File: config.mk
export PLATFORM = sky130hd
export DESIGN_NAME = adder11_stream
export DESIGN_NICKNAME = d
export VERILOG_FILES = /design/src/rtl/adder11_stream_pkg.sv /design/src/rtl/adder11.sv /design/src/rtl/adder11_stream.sv
export SDC_FILE = /design/constraint.sdc
export NUM_CORES = 1
export LEC_CHECK = 0
export CELL_PAD_IN_SITES_DETAIL_PLACEMENT = 2
export CELL_PAD_IN_SITES_GLOBAL_PLACEMENT = 2
export CORE_MARGIN = 5
export CORE_UTILIZATION = 46
export CTS_CLUSTER_SIZE = 25
export DETAILED_ROUTE_END_ITERATION = 6
export DONT_BUFFER_PORTS = 1
export GPL_TIMING_DRIVEN = 0
export PLACE_DENSITY = 0.9
export SKIP_CTS_REPAIR_TIMING = 1
export SYNTH_ARGS = -nofsm -noshare
export SYNTH_HDL_FRONTEND = slang
export SYNTH_HIERARCHICAL = 1
export SYNTH_SLANG_ARGS = --single-unit
File: constraint.sdc
create_clock -name clk -period 5.6 [get_ports clk]
set_input_delay 1.12 -clock clk [delete_from_list [all_inputs] [get_ports clk]]
set_output_delay 1.12 -clock clk [all_outputs]
set_load 0.02 [all_outputs]
File: src/rtl/adder11_stream_pkg.sv
// Shared widths and helpers for the streaming 11-bit adder stage.
package adder11_stream_pkg;

   localparam int OP_W  = 11;
   localparam int SUM_W = 12;

   function automatic int clog2_f(input int n);
      int r;
      r = 0;
      while ((1 << r) < n) r++;
      return r;
   endfunction

endpackage

File: src/rtl/adder11.sv
// Combinational 11-bit ripple-carry adder; sum[11] is the carry-out.
module adder11
   import adder11_stream_pkg::*;
(
   input  logic [OP_W-1:0]  a,
   input  logic [OP_W-1:0]  b,
   output logic [SUM_W-1:0] sum
);

   always_comb begin
      logic c;
      c   = 1'b0;
      sum = '0;
      for (int i = 0; i < OP_W; i++) begin
         sum[i] = a[i] ^ b[i] ^ c;
         c      = (a[i] & b[i]) | (c & (a[i] ^ b[i]));
      end
      sum[OP_W] = c;
   end

endmodule

File: src/rtl/adder11_stream.sv
// Flow-controlled wrapper: registered operands -> adder11 -> result FIFO,
// with a saturating count of results that carried out.
module adder11_stream
   import adder11_stream_pkg::*;
#(
   parameter int DEPTH = 4,
   parameter int CNT_W = 8
) (
   input  logic                    clk,
   input  logic                    rst_n,
   input  logic                    in_valid,
   output logic                    in_ready,
   input  logic [OP_W-1:0]         in_a,
   input  logic [OP_W-1:0]         in_b,
   output logic                    out_valid,
   input  logic                    out_ready,
   output logic [SUM_W-1:0]        out_sum,
   output logic [clog2_f(DEPTH):0] level,
   output logic [CNT_W-1:0]        carry_cnt
);

   localparam int PTR_W = clog2_f(DEPTH);
   localparam int LVL_W = PTR_W + 1;
   localparam logic [LVL_W-1:0] FULL_LVL = LVL_W'(DEPTH);

   function automatic logic [CNT_W-1:0] sat_inc(input logic [CNT_W-1:0] cnt);
      return (&cnt) ? cnt : cnt + CNT_W'(1);
   endfunction

   logic                 vld_p1;
   logic [OP_W-1:0]      op_a_p1;
   logic [OP_W-1:0]      op_b_p1;
   logic [SUM_W-1:0]     sum_p1;
   logic [SUM_W-1:0]     mem [DEPTH];
   logic [PTR_W-1:0]     wr_ptr;
   logic [PTR_W-1:0]     rd_ptr;
   logic                 accept;
   logic                 push;
   logic                 pop;

   // A push into a full FIFO is allowed only when the head leaves in the same cycle.
   assign pop       = out_valid && out_ready;
   assign push      = vld_p1 && ((level != FULL_LVL) || pop);
   assign in_ready  = !vld_p1 || push;
   assign accept    = in_valid && in_ready;

   // ---- stage 1: operand registers feeding the adder core ----
   always_ff @(posedge clk or negedge rst_n) begin
      if (!rst_n) begin
         vld_p1  <= 1'b0;
         op_a_p1 <= '0;
         op_b_p1 <= '0;
      end else if (accept) begin
         vld_p1  <= 1'b1;
         op_a_p1 <= in_a;
         op_b_p1 <= in_b;
      end else if (push) begin
         vld_p1  <= 1'b0;
      end
   end

   adder11 u_adder11 (
      .a   (op_a_p1),
      .b   (op_b_p1),
      .sum (sum_p1)
   );

   // ---- stage 2: result FIFO ----
   always_ff @(posedge clk) begin
      if (push) mem[wr_ptr] <= sum_p1;
   end

   always_ff @(posedge clk or negedge rst_n) begin
      if (!rst_n) begin
         wr_ptr    <= '0;
         rd_ptr    <= '0;
         level     <= '0;
         carry_cnt <= '0;
      end else begin
         if (push) wr_ptr <= wr_ptr + PTR_W'(1);
         if (pop)  rd_ptr <= rd_ptr + PTR_W'(1);
         level <= level + LVL_W'(push) - LVL_W'(pop);
         if (push && sum_p1[SUM_W-1]) carry_cnt <= sat_inc(carry_cnt);
      end
   end

   // Gating on out_valid keeps out_sum at zero while empty without resetting the array.
   assign out_valid = (level != '0);
   assign out_sum   = out_valid ? mem[rd_ptr] : '0;

endmodule

==> results of run 1 <==
==> kinds of logic after synthesis <==
logic type | after synthesis
xor gates and xnor gates | 8
and+or+nand+nor | 43
muxes | 36
DFF | 86
buffers and inverters | 24
AOI/OAI and AO/OA | 7
adders and majority gates | 19
==> how the worst max path moves through the flow <==
stage,from,end,cells after the start
after floorplan,op_a_p1[0],carry_cnt[6],19
after global placement,op_a_p1[0],carry_cnt[6],19
after detailed placement,op_a_p1[0],carry_cnt[6],19
after CTS,op_a_p1[0],carry_cnt[6],19
after global routing,op_a_p1[0],carry_cnt[6],19
final,op_a_p1[0],carry_cnt[6],19
==> final cells by class <==
type                       count  share of cell area, %
sequential                    86                   56.5
multi-input combinational    113                   31.5
tap                          105                   3.10
clock buffer                  10                   3.01
clock inverter                 6                   2.78
buffer                         8                   1.68
inverter                      16                   1.42
==> placed cells by master, fill, tap and decap left out, types with 2 or more instances in the layout <==
cell and count:
sky130_fd_sc_hd__xor2_1 3, sky130_fd_sc_hd__buf_12 2, sky130_fd_sc_hd__mux2_2 4, sky130_fd_sc_hd__edfxtp_1 48
sky130_fd_sc_hd__o21a_1 2, sky130_fd_sc_hd__and2_1 18, sky130_fd_sc_hd__mux2_4 20, sky130_fd_sc_hd__bufinv_16 3
sky130_fd_sc_hd__clkbuf_8 9, sky130_fd_sc_hd__ha_1 8, sky130_fd_sc_hd__and3_1 2, sky130_fd_sc_hd__nand3_1 5
sky130_fd_sc_hd__fa_1 11, sky130_fd_sc_hd__nand2b_1 2, sky130_fd_sc_hd__dfrtp_1 38, sky130_fd_sc_hd__clkbuf_1 4
sky130_fd_sc_hd__mux4_2 12, sky130_fd_sc_hd__inv_1 16, sky130_fd_sc_hd__a211oi_1 2, sky130_fd_sc_hd__a21oi_1 2
sky130_fd_sc_hd__xnor2_1 5, sky130_fd_sc_hd__nand2_1 5
==> stage by stage <==
stage / utilization (%) / setup slack (ns) / instance area [µm²] / cells
after CTS: 51.7 / 0.0446 / 4230 / 344
after floorplan: - / 0.816 / 3850 / 223
final: 51.8 / 0.142 / 4230 / 344
after global placement: 48.7 / 0.482 / 3980 / 328
after global routing: 51.8 / 0.0205 / 4230 / 344
after detailed placement: 48.7 / 0.254 / 3980 / 328
==> power by group <==
part	switching, µW	leakage, µW	internal, µW	total [µW]
Sequential	167	0.000886	907	1070
Combinational	465	0.000658	324	789
Clock	236	0.000119	301	537
Total	868	0.00166	1530	2400
==> registers in the layout, summed over array words and instances (netlist names) <==
signal / count
mem: 48
wr_ptr: 2
op_b_p1: 11
carry_cnt: 8
vld_p1: 1
rd_ptr: 2
level: 3
op_a_p1: 11
==> per-layer routing <==
metal  routed length [µm]  vias up
li1                     -      819
met1                 3750      990
met2                 4760       52
met3                  311       16
met4                  250        0
met5                    0        -
==> critical path, stage by stage (launching register included) <==
cell and delay (ns):
sky130_fd_sc_hd__dfrtp_1 0.41, sky130_fd_sc_hd__ha_1 0.21, sky130_fd_sc_hd__inv_1 0.07, sky130_fd_sc_hd__fa_1 0.16, sky130_fd_sc_hd__inv_1 0.06, sky130_fd_sc_hd__fa_1 0.41, sky130_fd_sc_hd__fa_1 0.43, sky130_fd_sc_hd__fa_1 0.40
sky130_fd_sc_hd__fa_1 0.40, sky130_fd_sc_hd__fa_1 0.42, sky130_fd_sc_hd__fa_1 0.40, sky130_fd_sc_hd__fa_1 0.41, sky130_fd_sc_hd__fa_1 0.40, sky130_fd_sc_hd__inv_1 0.10, sky130_fd_sc_hd__fa_1 0.23, sky130_fd_sc_hd__inv_1 0.16
sky130_fd_sc_hd__nand2_4 0.13, sky130_fd_sc_hd__nor2_1 0.08, sky130_fd_sc_hd__nand3_1 0.12, sky130_fd_sc_hd__mux2_2 0.33
==> summary.md, run 1 <==
| Metric | Value |
|---|---|
| Number of synthesized flops with an enable pin | 48 |
| Clk buf depth | 2 |
| Endpoint of the lowest-slack register-to-register path | carry_cnt[6] |
| Clock tree root buffer cell | sky130_fd_sc_hd__clkbuf_8 |
| Final-report setup violation count | 0 |
| Fmax | approximately 0.18 GHz |
| Clock transition at the register clock pins on the worst setup and hold paths after CTS | approximately 0.090 ns |
| Adder-Cell Fraction of Synth Area | ~8.3% |
| Vias in the first global route | 2311 |
| CP Data Required Time | 5.84 ns |
| Max-capacitance violation count | 0 |
| Top flip-flop cell by instance count after synthesis | sky130_fd_sc_hd__edfxtp_1 |
| Number of buffers added by the clock tree synthesis step | 9 |
| Flop-to-flop setup slack | between 0.1 and 0.15 ns |
| Async set-reset flop share out of synthesis | 44.2% |
| Met1 capacity usage during global routing | 23.2% |
| Routed len/inst | about 26 µm |
| Antenna diode instance count | 0 |
| # DRC | 0 |
| Post-Syn Area | 3850 µm² |
| Insertion delay of the later-clocked pin in the worst-skew pair | around 0.36 ns |
| Crit path arrival time | 5.70 ns |
| RePlAce Congestion | 0.713 |
| Time the worst path needs with I/O delays and setup | 5.46 ns |
| Slew at the pin closest to its max-slew limit | 0.687 ns |
| Fraction of final layout cells sized beyond drive strength 1 | between 20% and 30% |
| Vias per inst | approximately 5.5 |
| Gr ovfl total | 0 |
| RSZ-0062 raised after global routing | false |
| Mean instance size in the synthesized netlist | 17.3 µm² |
| Setup Total Neg Slack | 0 ns |
| Critical Setup Path Class | flop to flop |
| Sequential area share after synthesis | 62.1% |
| Synthesized netlist net count | 268 |
| Drt pass-1 iters | 4 |
| Pin count of the biggest net entering global routing | 39 |
| Area of the multi-input gates | 1330 µm² |
| Vias | 1877 |
| Ports placed on the boundary | 51 |
| Count of different cell masters after synthesis | 34 |
| Count of final max-slew check failures | 0 |
| Clock sinks | 86 |
| Die W | a little over 100 µm |
| Share of synthesized area spent on multiplexers | 16.0% |
| Number of H-tree levels | 3 |
| Sum of internal, switching and leakage power | 2400 µW |
| Total number of placement rows | 33 |
| Final worst path period share | roughly 97% |
| GR Util All Layers | 19.2% |
| Top cells by area in the synthesized netlist | sky130_fd_sc_hd__edfxtp_1 37%, sky130_fd_sc_hd__dfrtp_1 25%, sky130_fd_sc_hd__mux2_4 7.8%, sky130_fd_sc_hd__mux4_2 7.0%, sky130_fd_sc_hd__fa_1 5.7% |
| Vert. Die Dim | 101 µm |
| TritonCTS clock tree | yes |
| Kind of path behind the tightest hold check | primary input to asynchronous set/reset pin |
| Final HPWL from detailed placement | 6110 µm |
| Register area | roughly 2400 µm² |
| Maximum VDD drop | between 0.0002 and 0.00025 V |
| Post-layout nets | roughly 280 |
| Simple-gate share of the synthesized area | just over 7% |
| Met2 Track Usage GR | 32.9% |
| Fraction of the mapped netlist area in compound gates | 1.17% |
| Most crowded layer after global routing | met2 |
| Wire length of the first global-routing pass | about 14000 µm |
| Reg2Reg Launch Point | op_a_p1[0] |
| CP Capture Type | flop |
| Cell accounting for the most synthesized area | sky130_fd_sc_hd__edfxtp_1 |
| Number of synthesized register bits | 86 |
| Initial DRC count | 64 |
| Hold violation count in the final report | 0 |
| Worst max-slew margin expressed relative to the limit | 54.2% |
| Detail Route Antenna Nets | 0 |
| Number of warnings reported in the yosys synthesis log | 6 |
| Post-Route WL | just over 9000 µm |
| Commonest cells in the netlist | 48 x sky130_fd_sc_hd__edfxtp_1, 38 x sky130_fd_sc_hd__dfrtp_1, 20 x sky130_fd_sc_hd__mux2_4 |
| Library cell with the highest instance count after synthesis | sky130_fd_sc_hd__edfxtp_1 |
| Worst R2R Path Depth | 19 |
| Number of antenna violations at the first check in global routing | 0 |
| Type of element launching the critical path | flop |
| Final worst hold slack | around 0.45 ns |
| Die Area | 10300 µm² |
| Xor and xnor area share after synthesis | 1.82% |
| Area inside the core boundary | approximately 8200 µm² |
| Worst-path fanout max | 5 |
| Share of the synthesized area in the top cell type | 37.4% |
| Status | complete, no violations |
| Layout overhead on the synthesized area | 9.98% |
| Main combinational cell family by area after synthesis | multiplexers |
| Initial Util | 47.1% |
| Global-route track usage on met3 | 4.48% |
| Mapped Cells | 223 |
| Clock skew after layout | around 0.0079 ns |
| Static leakage | 0.00166 µW |
| Power density normalized to cell area | 567 nW/µm² |
| Input/output buffers | 0 |
| Number of fill cells | 738 |
Note: power is estimated with default switching activity, not from simulation.
==> inputs of run 2 (changes only) <==
--- a/config.mk
+++ b/config.mk
@@ -5,16 +5,14 @@
 export SDC_FILE = /design/constraint.sdc
 export NUM_CORES = 1
 export LEC_CHECK = 0
-export CELL_PAD_IN_SITES_DETAIL_PLACEMENT = 2
-export CELL_PAD_IN_SITES_GLOBAL_PLACEMENT = 2
 export CORE_MARGIN = 5
-export CORE_UTILIZATION = 46
+export CORE_UTILIZATION = 47
 export CTS_CLUSTER_SIZE = 25
 export DETAILED_ROUTE_END_ITERATION = 6
-export DONT_BUFFER_PORTS = 1
 export GPL_TIMING_DRIVEN = 0
-export PLACE_DENSITY = 0.9
+export PLACE_DENSITY = 0.82
 export SKIP_CTS_REPAIR_TIMING = 1
+export SLEW_MARGIN = 20
 export SYNTH_ARGS = -nofsm -noshare
 export SYNTH_HDL_FRONTEND = slang
 export SYNTH_HIERARCHICAL = 1
==> summary.md, run 2 (synthesis results as in run 1) <==
| Metric | Value |
|---|---|
| Cell repeated most along the worst path | sky130_fd_sc_hd__fa_1 |
| GR Util All Layers | 14.0% (-5.2 points) |
| Pin count of the biggest net entering global routing | 30 (-23%) |
| Worst-path fanout max | 5 (unchanged) |
| Slowest stage cell, crit path | sky130_fd_sc_hd__fa_1 |
| Initial DRC count | 132 (+110%) |
| Type of element launching the critical path | flop |
| Critical Setup Path Class | flop to flop |
| Wire length of the first global-routing pass | 10900 µm (-22%) |
| Detail Route Antenna Nets | 0 (unchanged) |
| CP Buf/Inv Count | 4 (unchanged) |
| Routed length on met2 | 3060 µm (-36%) |
| Vias per inst | 4.87 (-11%) |
| Die W | 101 µm (-0.97%) |
| Clock sinks | 86 (unchanged) |
| Register area | 2390 µm² (unchanged) |
| Worst R2R Path Depth | 19 (unchanged) |
| RSZ-0062 raised after global routing | false |
| Largest registers in the final layout | mem x48, op_a_p1 x11, op_b_p1 x11 |
| Number of buffers added by the clock tree synthesis step | 9 (unchanged) |
| Post-layout nets | 330 (+18%) |
| Reg2Reg Launch Point | op_a_p1[0] |
| Hold violation count in the final report | 0 (unchanged) |
| Worst setup margin | 0.478 ns (+0.336 ns) |
| RePlAce Congestion | 0.751 (+5.3%) |
| Area inside the core boundary | 8090 µm² (-1.0%) |
| Time the worst path needs with I/O delays and setup | 5.12 ns (-0.336 ns) |
| Fraction of final layout cells sized beyond drive strength 1 | 21.7% (-3.8 points) |
| Path length in cells of the critical path | 19 (unchanged) |
| Crit-path leading delay family | adder cells |
| Layout overhead on the synthesized area | 23.8% |
| Power density normalized to cell area | 538 nW/µm² (-5.2%) |
| CP Data Required Time | 5.84 ns (about the same) |
| Drt pass-1 iters | 4 (unchanged) |
| Input/output buffers | 50 (+50) |
| Sum of internal, switching and leakage power | 2560 µW (+6.7%) |
| Clock transition at the register clock pins on the worst setup and hold paths after CTS | 0.09 ns (about the same) |
| Final worst path period share | 91.5% (-6.0 points) |
| Vert. Die Dim | 101 µm (-0.97%) |
| Kind of path behind the tightest hold check | flop to flop |
| Setup Total Neg Slack | 0 ns (unchanged) |
| Commonest non-fill, non-tap cells in the layout | 49 x sky130_fd_sc_hd__clkdlybuf4s50_1, 48 x sky130_fd_sc_hd__edfxtp_1, 38 x sky130_fd_sc_hd__dfrtp_1 |
| Endpoint of the lowest-slack register-to-register path | carry_cnt[6] |
| Clock tree root buffer cell | sky130_fd_sc_hd__clkbuf_8 |
| Number of H-tree levels | 3 (unchanged) |
| Layout Cells excl Fill | 395 (+15%) |
| Number of fill cells | 615 (-17%) |
| Count of final max-slew check failures | 0 (unchanged) |
| Status | complete, no violations |
| Vias in the first global route | 2107 (-8.8%) |
| Final HPWL from detailed placement | 4520 µm (-26%) |
| Highest layer used for signal routing | met4 |
| Clock skew after layout | 0.00628 ns (-0.00158 ns) |
| Routed len/inst | 15.9 µm (-40%) |
| Total routed wire length on the met1 layer | 2820 µm (-25%) |
| Static leakage | 0.00187 µW (+13%) |
| Crit path arrival time | 5.36 ns (-0.34 ns) |
| Destination of the critical timing path | carry_cnt[6] |
| Vias | 1925 (+2.6%) |
| Worst max-slew margin expressed relative to the limit | 56.1% (+1.9 points) |
| Total number of placement rows | 33 (unchanged) |
| Flop-to-flop setup slack | 0.48 ns (+0.34 ns) |
| Final-report setup violation count | 0 (unchanged) |
| Gr ovfl total | 0 (unchanged) |
| Crit path largest cell delay | 0.41 ns (-0.02 ns) |
| Worst slack, placed | 0.479 ns (+0.225 ns) |
| Most frequent standard cell in the layout excluding fill and tap cells | sky130_fd_sc_hd__clkdlybuf4s50_1 |
| Met3 wirelength from detailed routing | 320 µm (+2.9%) |
| Initial Util | 47.6% (+0.48 points) |
| Number of flip-flops in the largest register | 48 (unchanged) |
| # DRC | 0 (unchanged) |
| Clk buf depth | 2 (unchanged) |
| CP Capture Type | flop |
| Die Area | 10100 µm² (-1.9%) |
| Critical path origin | op_a_p1[0] |
| Slew at the pin closest to its max-slew limit | 0.658 ns (-0.0288 ns) |
| Ordered list of cells on the worst path | ha_1, inv_1, fa_1, inv_1, fa_1, fa_1, fa_1, fa_1, fa_1, fa_1, fa_1, fa_1, inv_1, fa_1, inv_1, nand2_1, nor2_1, nand3_1, mux2_2 |
| Ports placed on the boundary | 51 (unchanged) |
| Max-capacitance violation count | 0 (unchanged) |
| Fmax | 0.195 GHz (+6.6%) |
| Area of the multi-input gates | 1330 µm² (-0.56%) |
| Number of antenna violations at the first check in global routing | 0 (unchanged) |
| Insertion delay of the later-clocked pin in the worst-skew pair | 0.34 ns (-0.02 ns) |
| TritonCTS clock tree | yes |
| Post-Route WL | 6280 µm (-31%) |
| Antenna diode instance count | 0 (unchanged) |
| Maximum VDD drop | 0.000278 V (+18%) |
| Cell count after placement | 379 (+16%) |
| Top register by number of flip-flops | mem |
## run 2: how the worst min path moves through the flow
stage	startpoint	endpoint	cells past startpoint
2_1_floorplan	op_a_p1[10]	op_a_p1[10]	1
3_3_place_gp	op_b_p1[10]	op_b_p1[10]	1
3_5_place_dp	op_a_p1[1]	op_a_p1[1]	1
4_1_cts	op_a_p1[1]	op_a_p1[1]	1
5_1_grt	op_a_p1[0]	op_a_p1[0]	1
6_report	op_a_p1[1]	op_a_p1[1]	1
## run 2: area by class of cell
type / count / area share (%)
buffer: 8 / 1.50
clock buffer: 9 / 2.60
clock inverter: 7 / 3.05
inverter: 16 / 1.26
multi-input combinational: 113 / 27.8
sequential: 86 / 50.2
tap: 105 / 2.76
timing repair buffer: 51 / 10.8
## run 2: power by group
group	switching (µW)	total [µW]	leakage, µW	internal, µW
combinational	487	994	0.000858	507
sequential	97.1	1000	0.000886	907
clock	220	564	0.000130	344
## run 2: stage by stage
stage / cell area [µm²] / hold slack [ns] / utilization, %
after CTS: 4770 / 0.523 / 58.9
after global placement: 4480 / 0.499 / 55.4
after detailed placement: 4500 / 0.505 / 55.6
final: 4770 / 0.518 / 58.9
after global routing: 4770 / 0.545 / 58.9
after floorplan: 3850 / 0.482 / -
## run 2: per-layer routing
| metal | GRT usage, % | up-vias |
|---|---|---|
| met1 | 19.5 | 945 |
| met2 | 21.4 | 48 |
| met4 | 4.66 | 0 |
| met5 | 0 | - |
| met3 | 3.81 | 7 |
| li1 | - | 925 |
